<file path="config.mk">
export PLATFORM = sky130hd
export DESIGN_NAME = reg_wb_arbiter
export DESIGN_NICKNAME = d
export VERILOG_FILES = /design/src/rtl/reg_wb_pkg.sv /design/src/rtl/reg_wb_late_fifo.sv /design/src/rtl/reg_wb_arbiter.sv
export SDC_FILE = /design/constraint.sdc
export NUM_CORES = 1
export LEC_CHECK = 0
export BUFFER_PORTS_ARGS = -buffer_cell sky130_fd_sc_hd__clkbuf_2
export CAP_MARGIN = 5
export CORE_MARGIN = 1
export CORE_UTILIZATION = 54
export CTS_CLUSTER_SIZE = 25
export DETAILED_ROUTE_END_ITERATION = 16
export GPL_TIMING_DRIVEN = 0
export PLACE_DENSITY = 0.94
export SYNTH_ARGS = -nofsm -noshare
export SYNTH_HDL_FRONTEND = slang
export SYNTH_SLANG_ARGS = --single-unit
</file>
<file path="constraint.sdc">
create_clock -name clk -period 7.55 [get_ports clk]
set_clock_uncertainty 0.05 [all_clocks]
set_input_delay 1.1325 -clock clk [delete_from_list [all_inputs] [get_ports clk]]
set_output_delay 1.1325 -clock clk [all_outputs]
set_load 0.005 [all_outputs]
</file>
<file path="src/rtl/reg_wb_pkg.sv">
// reg_wb_pkg: shared register-writeback types and constants.
package reg_wb_pkg;
    localparam int WB_PORTS = 2;
    localparam int WB_DATA_WIDTH = 32;
    typedef logic [4:0] reg_addr_t;
    typedef struct packed {
        reg_addr_t                addr;
        logic [WB_DATA_WIDTH-1:0] data;
    } wb_entry_t;
endpackage

</file>
<file path="src/rtl/reg_wb_late_fifo.sv">
// reg_wb_late_fifo: late-result FIFO, one push and up to two pops per cycle, head and head+1 visible.
module reg_wb_late_fifo
    import reg_wb_pkg::*;
#(
    parameter int DATA_WIDTH = 32,
    parameter int DEPTH = 2
) (
    input  logic                        clk,
    input  logic                        rst,
    input  logic                        push_i,
    input  logic [4:0]                  push_addr_i,
    input  logic [DATA_WIDTH-1:0]       push_data_i,
    input  logic [1:0]                  pop_i,
    output logic [4:0]                  head0_addr_o,
    output logic [DATA_WIDTH-1:0]       head0_data_o,
    output logic [4:0]                  head1_addr_o,
    output logic [DATA_WIDTH-1:0]       head1_data_o,
    output logic [$clog2(DEPTH):0]      count_o
);
    localparam int PW = $clog2(DEPTH);
    localparam int CW = PW + 1;
    reg_addr_t             addr_q [DEPTH];
    logic [DATA_WIDTH-1:0] data_q [DEPTH];
    logic [PW-1:0]         wr_ptr_q, rd_ptr_q, rd_ptr_1;
    logic [CW-1:0]         count_q;
    assign rd_ptr_1     = rd_ptr_q + PW'(1);
    assign head0_addr_o = addr_q[rd_ptr_q];
    assign head0_data_o = data_q[rd_ptr_q];
    assign head1_addr_o = addr_q[rd_ptr_1];
    assign head1_data_o = data_q[rd_ptr_1];
    assign count_o      = count_q;
    // storage needs no reset; only pointers and count define validity
    always_ff @(posedge clk) begin
        if (push_i) begin
            addr_q[wr_ptr_q] <= push_addr_i;
            data_q[wr_ptr_q] <= push_data_i;
        end
    end
    // pointers wrap naturally modulo DEPTH; count tracks push minus pops
    always_ff @(posedge clk) begin
        if (rst) begin
            wr_ptr_q <= '0;
            rd_ptr_q <= '0;
            count_q  <= '0;
        end else begin
            wr_ptr_q <= wr_ptr_q + PW'(push_i);
            rd_ptr_q <= rd_ptr_q + PW'(pop_i);
            count_q  <= count_q + CW'(push_i) - CW'(pop_i);
        end
    end
endmodule

</file>
<file path="src/rtl/reg_wb_arbiter.sv">
// reg_wb_arbiter: merges two in-order lanes and a buffered late stream onto two regfile write ports.
// Optional REG_WB_STAT_EN adds saturating late-stall and late-writeback counters.
module reg_wb_arbiter
    import reg_wb_pkg::*;
#(
    parameter int DATA_WIDTH = 32,
    parameter int LATE_DEPTH = 2
) (
    input  logic                      clk,
    input  logic                      rst,
    input  logic [1:0]                lane_valid_i,
    input  logic [9:0]                lane_addr_i,
    input  logic [2*DATA_WIDTH-1:0]   lane_data_i,
    input  logic                      late_valid_i,
    output logic                      late_ready_o,
    input  logic [4:0]                late_addr_i,
    input  logic [DATA_WIDTH-1:0]     late_data_i,
    output logic [1:0]                w_en_o,
    output logic [9:0]                w_addr_o,
    output logic [2*DATA_WIDTH-1:0]   w_data_o,
    output logic                      late_pending_o
`ifdef REG_WB_STAT_EN
    ,
    output logic [31:0]               stat_late_stall_o,
    output logic [31:0]               stat_late_wb_o
`endif
);
    localparam int CW = $clog2(LATE_DEPTH) + 1;
    logic [CW-1:0]           count;
    logic [4:0]              head0_addr, head1_addr;
    logic [DATA_WIDTH-1:0]   head0_data, head1_data;
    logic                    push, use0, use1;
    logic [1:0]              pop;
    logic [4:0]              addr0_d, addr1_d;
    logic [DATA_WIDTH-1:0]   data0_d, data1_d;
    logic [1:0]              w_en_d, w_en_q;
    logic [9:0]              w_addr_q;
    logic [2*DATA_WIDTH-1:0] w_data_q;
    assign late_ready_o   = count != CW'(LATE_DEPTH);
    assign late_pending_o = count != '0;
    assign push           = late_valid_i & late_ready_o;
    assign w_en_o         = w_en_q;
    assign w_addr_o       = w_addr_q;
    assign w_data_o       = w_data_q;
    reg_wb_late_fifo #(.DATA_WIDTH(DATA_WIDTH), .DEPTH(LATE_DEPTH)) u_fifo (
        .clk          (clk),
        .rst          (rst),
        .push_i       (push),
        .push_addr_i  (late_addr_i),
        .push_data_i  (late_data_i),
        .pop_i        (pop),
        .head0_addr_o (head0_addr),
        .head0_data_o (head0_data),
        .head1_addr_o (head1_addr),
        .head1_data_o (head1_data),
        .count_o      (count)
    );
    // lanes own their port; idle ports take FIFO entries oldest-first, lowest port first
    always_comb begin
        use0    = ~lane_valid_i[0] & (count != '0);
        use1    = ~lane_valid_i[1] & (lane_valid_i[0] ? count != '0 : count > CW'(1));
        pop     = {1'b0, use0} + {1'b0, use1};
        addr0_d = lane_valid_i[0] ? lane_addr_i[4:0] : use0 ? head0_addr : '0;
        data0_d = lane_valid_i[0] ? lane_data_i[DATA_WIDTH-1:0] : use0 ? head0_data : '0;
        addr1_d = lane_valid_i[1] ? lane_addr_i[9:5] : use1 ? (lane_valid_i[0] ? head0_addr : head1_addr) : '0;
        data1_d = lane_valid_i[1] ? lane_data_i[2*DATA_WIDTH-1:DATA_WIDTH] : use1 ? (lane_valid_i[0] ? head0_data : head1_data) : '0;
        // idle ports carry address 0, so a nonzero address implies a real non-r0 write
        w_en_d  = {|addr1_d, |addr0_d & (addr0_d != addr1_d)};
    end
    // register the selected writes; port1 wins a same-address collision as the younger write
    always_ff @(posedge clk) begin
        if (rst) begin
            w_en_q   <= '0;
            w_addr_q <= '0;
            w_data_q <= '0;
        end else begin
            w_en_q   <= w_en_d;
            w_addr_q <= {addr1_d, addr0_d};
            w_data_q <= {data1_d, data0_d};
        end
    end
`ifdef REG_WB_STAT_EN
    logic [31:0] stall_q, wb_q;
    logic [32:0] wb_sum;
    assign wb_sum            = {1'b0, wb_q} + {31'b0, pop};
    assign stat_late_stall_o = stall_q;
    assign stat_late_wb_o    = wb_q;
    // saturating counts of refused late offers and late entries drained to the ports
    always_ff @(posedge clk) begin
        if (rst) begin
            stall_q <= '0;
            wb_q    <= '0;
        end else begin
            if (late_valid_i & ~late_ready_o & ~&stall_q) stall_q <= stall_q + 32'd1;
            wb_q <= wb_sum[32] ? '1 : wb_sum[31:0];
        end
    end
`endif
endmodule

</file>
-- After elaboration in Yosys (flattened, before gate mapping)
Memories as Yosys holds them, arrays and structs flattened. A register that Yosys moved wholly into a read port is not among the register bits.
Cells that the tools add are included.
Widths: inputs -> output; s select.
- output and inout bits: 78
- register bits: 80
- RAM bits: 74
- bits in latches: 0
- ROM bits: 0
- memories: 2
- memory list (memory ; words ; bits a word ; rd ports ; clocked after memory_dff ; write ports ; RTL line ; source):
    u_fifo.data_q ; 2 ; 32 ; 2 ; 1 ; 1 ; reg_wb_late_fifo.sv:23 ; logic [DATA_WIDTH-1:0] data_q [DEPTH];
    u_fifo.addr_q ; 2 ; 5 ; 2 ; 1 ; 1 ; reg_wb_late_fifo.sv:22 ; reg_addr_t addr_q [DEPTH];
- reduce and logical (&&, ||, !) cells: 3
- shift-type cells: 0
- eq/ne operators: 2
- divide/modulo/power cells: 0
- $mul: 0
- bitwise operators: 6
- magnitude comparators: 1
- add/sub/neg operators: 6
- multiplexer cells: 15
- operator list (operator ; number):
    $mux 32 ; 5
    $mux 5 ; 5
    $reduce_or 5->1 ; 2
    $mux 1 ; 5
    $ne 5x5->1 ; 1
    $and 1x1->1 ; 4
    $add 1x1->1 ; 2
    $add 1x1->2 ; 1
    $add 2x1->2 ; 1
    $gt 2x1->1 const B ; 1
    $ne 2x2->1 const B ; 1
    $not 1->1 ; 2
    $reduce_bool 2->1 ; 1
    $sub 2x2->2 ; 1
    $add 1x1->1 const B ; 1

-- Longest topological paths before layout
- word-level depth: 7
- depth in mapped cells: 12
- depth with buffers taken out: 10

-- By module
Synthesis repeated with hierarchy kept, for this count alone.
- cells, all modules: 567
- area, all modules: 6909.1 um^2
- by module, submodules not included (module ; cells an instance ; area an instance (um^2) ; times used):
    reg_wb_late_fifo ; 175 ; 3514.6 ; 1
    reg_wb_arbiter ; 392 ; 3394.5 ; 1

-- Worst setup path after synthesis
No wires, ideal clock.
- path kind: input-to-reg
- start point: input lane_valid_i[0]
- end point: register u_fifo.count_q[1], in the netlist u_fifo.count_o[1]
- stages: 12
- slack: 4382 ps
- buffers on the path: 2
- data arrival time: 2990 ps
- library setup time: 128 ps
- cell sequence: a21oi_1 > or2_1 > buf_4 > buf_1 > inv_2 > ha_1 > ha_1 > inv_1 > ha_1 > xnor2_1 > xnor2_1 > nor2_1
- cells in the longest elaborated chain, start to end: 4
- elaborated cells between the ends (all ways): 6
- classes of those cells: 2 x add/sub; 1 x mux; 3 x bitwise
- RTL lines (element ; RTL line ; source):
    start: declaration ; reg_wb_arbiter.sv:11 ; input logic [1:0] lane_valid_i,
    $mux 1 / $not 1->1 (equally long branches) ; reg_wb_arbiter.sv:61, reg_wb_arbiter.sv:60 ;
    $and 1x1->1 (on tied branches) ; reg_wb_arbiter.sv:61, reg_wb_arbiter.sv:60 ;
    $add 1x1->2 (*) ; reg_wb_arbiter.sv:62 ; pop = {1'b0, use0} + {1'b0, use1};
    $sub 2x2->2 (*) ; reg_wb_late_fifo.sv:48 ; count_q <= count_q + CW'(push_i) - CW'(pop_i);
    end signal: assignment ; reg_wb_late_fifo.sv:48 ;
    end: declaration ; reg_wb_late_fifo.sv:25 ; logic [CW-1:0] count_q;
Mark *: on every way between the ends. The rest lies on a longest branch, timed or not.
A chain may end at the register's enable or synchronous reset.

-- Final worst setup path
Same ends and word-level chain as after synthesis.

==> impl_results.md <==
* Area leader, netlist: edfxtp_1
* Switch share at 0.2939
* Area grow syn2layout at 29.22%
* Yosys top cell area share at 0.3744
* Post-Syn Nets at 677
* Overall routing resource usage at 0.2690
* Die height at 106.8 um
* Root buf cell: clkbuf_8
* CP Data Arrival Time at 3520 ps
* Hold Path Class: reg2reg
* Layout cells sized above 1 at 0.3038
* PD cells at 328.7 nW/um2
* Maxcap violations at 0
* Final #Nets at 888
* Headroom to the max-slew limit at 0.3402
* Worst Path Max Fanout at 10
* Initial DRC Count at 250
* Clock slew at reported path FFs at 60 ps
* Synth Register Bits at 154
* CTS tree: built
* Die area at 11410 um2
* Post-route ant nets at 0
* Power share of the clock group at 0.330
* WL final at 14890 um
* CTS buffer count at 17
* Worst-Margin Slew at 989.7 ps
* Buffers added on ports at 192
* Final Hold Fails at 0
* WL per Instance at 16.26 um
* Pint at 1.780 mW
* Combinational share of power at 0.258
* Top post-synthesis cells by area: edfxtp_1, dfxtp_1, a21oi_1
* LEAKAGE at 3.314 nW
* CTS H-tree lvls at 4
* Synth Area per Inst at 10.67 um2
* Max Fclk at 0.3137 GHz
* Setup crit end kind: flop
* CTS Hold Bufs at 0
* Worst skew pair latency at 520 ps
* Seq pwr share at 0.413
* Fin Setup TNS at 0 ps
* Starting Density at 0.5647
* Post-synthesis cell type count at 28
* Routability cong. at 0.8035
* Vias in the first global route at 4900
* WP data required at 7880 ps
* Final Cycle Share at 0.4222
* Ys Warns at 0
* DP Wirelength at 10330 um
* Clk sinks at 154
* Worst setup path class: in2reg
* Final setup vio count at 0
* Final design utilization at 0.7297
* Sequential cell area fraction in the yosys report at 0.6443
* Final slew viol count at 0
* Max clock buf depth at 2
* Vias at 4804
* Psw at 0.7410 mW
* Remaining DRCs at 0
* Post-Synthesis Cells at 556
* DR pass1 iterations at 5
* Post-CTS Setup Bufs at 0
* Post-CTS Resized at 0
* Status: finished, final reports clean
* Fill cells at 718
* Vias per cell at 5.245
* Worst Setup Start Kind: primary input
* Grt total ovfl at 0
* Largest net degree at the start of global routing at 38
* Post-synthesis cell area at 5934 um2
* Peak VDD IR at 0.2448 mV
* Final min period at 3187 ps
* CORE AREA at 10510 um2
* Io pins at 194
* RSZ-0062 raised after global routing: false
* First-pass GRT wire length at 23000 um
* Initial antenna violation count at 0
* Chip Width at 106.8 um
* Row count at 37
* N_diodes at 0
==> cell usage in the layout (no fill, tap or decap), types with 3 or more instances in the layout <==
| master | synthesis | routed |
|---|---|---|
| buf_2 | 4 | 4 |
| dfxtp_1 | 80 | 80 |
| nor2b_1 | 9 | 9 |
| buf_4 | 4 | 4 |
| a21oi_1 | 101 | 101 |
| edfxtp_1 | 74 | 74 |
| clkbuf_1 | 27 | 32 |
| o21ai_2 | 4 | 4 |
| clkbuf_2 | 0 | 192 |
| mux2i_1 | 41 | 41 |
| xnor2_1 | 9 | 9 |
| nand2_1 | 75 | 75 |
| o21ai_1 | 3 | 3 |
| inv_1 | 4 | 4 |
| clkbuf_16 | 0 | 20 |
| nor2_1 | 102 | 102 |
| ha_1 | 5 | 3 |
==> layout make-up <==
type / instances / area (um2) / area share
plain buffers: 36 / 155.1 / 0.02023
repair buffers: 192 / 960.9 / 0.1253
inverters: 5 / 18.77 / 0.002447
clock buffers: 27 / 546.8 / 0.07130
flip-flops and latches: 154 / 3824 / 0.4986
multi-input cells: 361 / 1942 / 0.2532
well taps: 136 / 170.2 / 0.02219
clock inverters: 5 / 51.30 / 0.006690
==> metrics by stage <==
step | cell area [um2] | setup WS (ps) | hold WS [ps] | cells | total power [mW]
3_3_place_gp | 7066 | 3857 | 490.5 | 884 | 1.679
6_report | 7669 | 4363 | 544.3 | 916 | 2.521
2_1_floorplan | 5934 | 4382 | 485.0 | 556 | 1.488
3_5_place_dp | 7071 | 3842 | 537.4 | 884 | 1.702
5_1_grt | 7669 | 4165 | 576.0 | 916 | 2.651
4_1_cts | 7669 | 4370 | 545.2 | 916 | 2.532
==> cell usage after synthesis <==
cell      instances
inv_1             4
buf_1             1
xnor2_2           1
o21ai_0           1
clkbuf_1         27
ha_1              5
o21ai_1           3
buf_2             4
and2_1            1
mux2i_1          41
xnor2_1           9
buf_4             4
a21oi_1         101
nor2b_1           9
or2_2             1
dfxtp_1          80
nand2_1          75
nand2b_1          1
o21ai_2           4
a21oi_2           1
nor4_1            2
edfxtp_1         74
inv_2             1
xor2_4            1
nor2_1          102
o31a_1            1
nand3_1           1
or2_1             1
==> worst max-delay path, stage by stage <==
cell and delay (ps):
clkbuf_2 170, a21oi_1 150, or2_1 140, buf_4 200, buf_1 430, inv_2 70
ha_1 340, ha_1 280, inv_1 40, ha_1 190, xnor2_1 170, xnor2_1 140
nor2_1 50
==> registers in the layout, summed over array words and instances, names as in the netlist <==
| signal | flops |
|---|---|
| w_data_o | 64 |
| w_en_o | 2 |
| w_addr_o | 10 |
| u_fifo.addr_q | 10 |
| u_fifo.count_o | 2 |
| u_fifo.wr_ptr_q | 1 |
| u_fifo.rd_ptr_q | 1 |
| u_fifo.data_q | 64 |
==> power by group through the flow <==
| stage | clock network (mW) | logic (mW) | registers (mW) |
|---|---|---|---|
| floorplan | 0 | 0.434 | 1.05 |
| global placement | 0 | 0.628 | 1.05 |
| detailed placement | 0 | 0.645 | 1.06 |
| CTS | 0.840 | 0.652 | 1.04 |
| global route | 0.881 | 0.721 | 1.05 |
| finish | 0.831 | 0.650 | 1.04 |
==> final timing paths <==
path / from / end / slack, ps / cells past startpoint
worst min register to register: u_fifo.wr_ptr_q / u_fifo.wr_ptr_q / 540 / 3
worst min-delay path: u_fifo.wr_ptr_q / u_fifo.wr_ptr_q / 540 / 3
worst max-delay path: lane_valid_i[0] / u_fifo.count_o[1] / 4360 / 13
worst max register to register: u_fifo.count_o[1] / u_fifo.count_o[1] / 4730 / 12
==> routing by layer <==
| metal | up-vias | wire length, um | track usage |
|---|---|---|---|
| li1 | 2310 | - | - |
| met4 | 0 | 249 | 0.1125 |
| met5 | - | 0 | 0 |
| met1 | 2264 | 5889 | 0.3011 |
| met3 | 25 | 960 | 0.06079 |
| met2 | 205 | 7790 | 0.4899 |
==> logic make-up (layout without fill, tap and decap cells) <==
| group | Yosys count | count (layout) | synth area share |
|---|---|---|---|
| xor+xnor | 11 | 11 | 0.02066 |
| fa+ha+maj | 5 | 5 | 0.01054 |
| compound gates | 111 | 111 | 0.09740 |
| mux | 41 | 41 | 0.06915 |
| simple gates | 193 | 193 | 0.1286 |
| flops | 154 | 154 | 0.6443 |
| buf+inv | 41 | 265 | 0.02931 |
(Power assumes the default switching activity.)
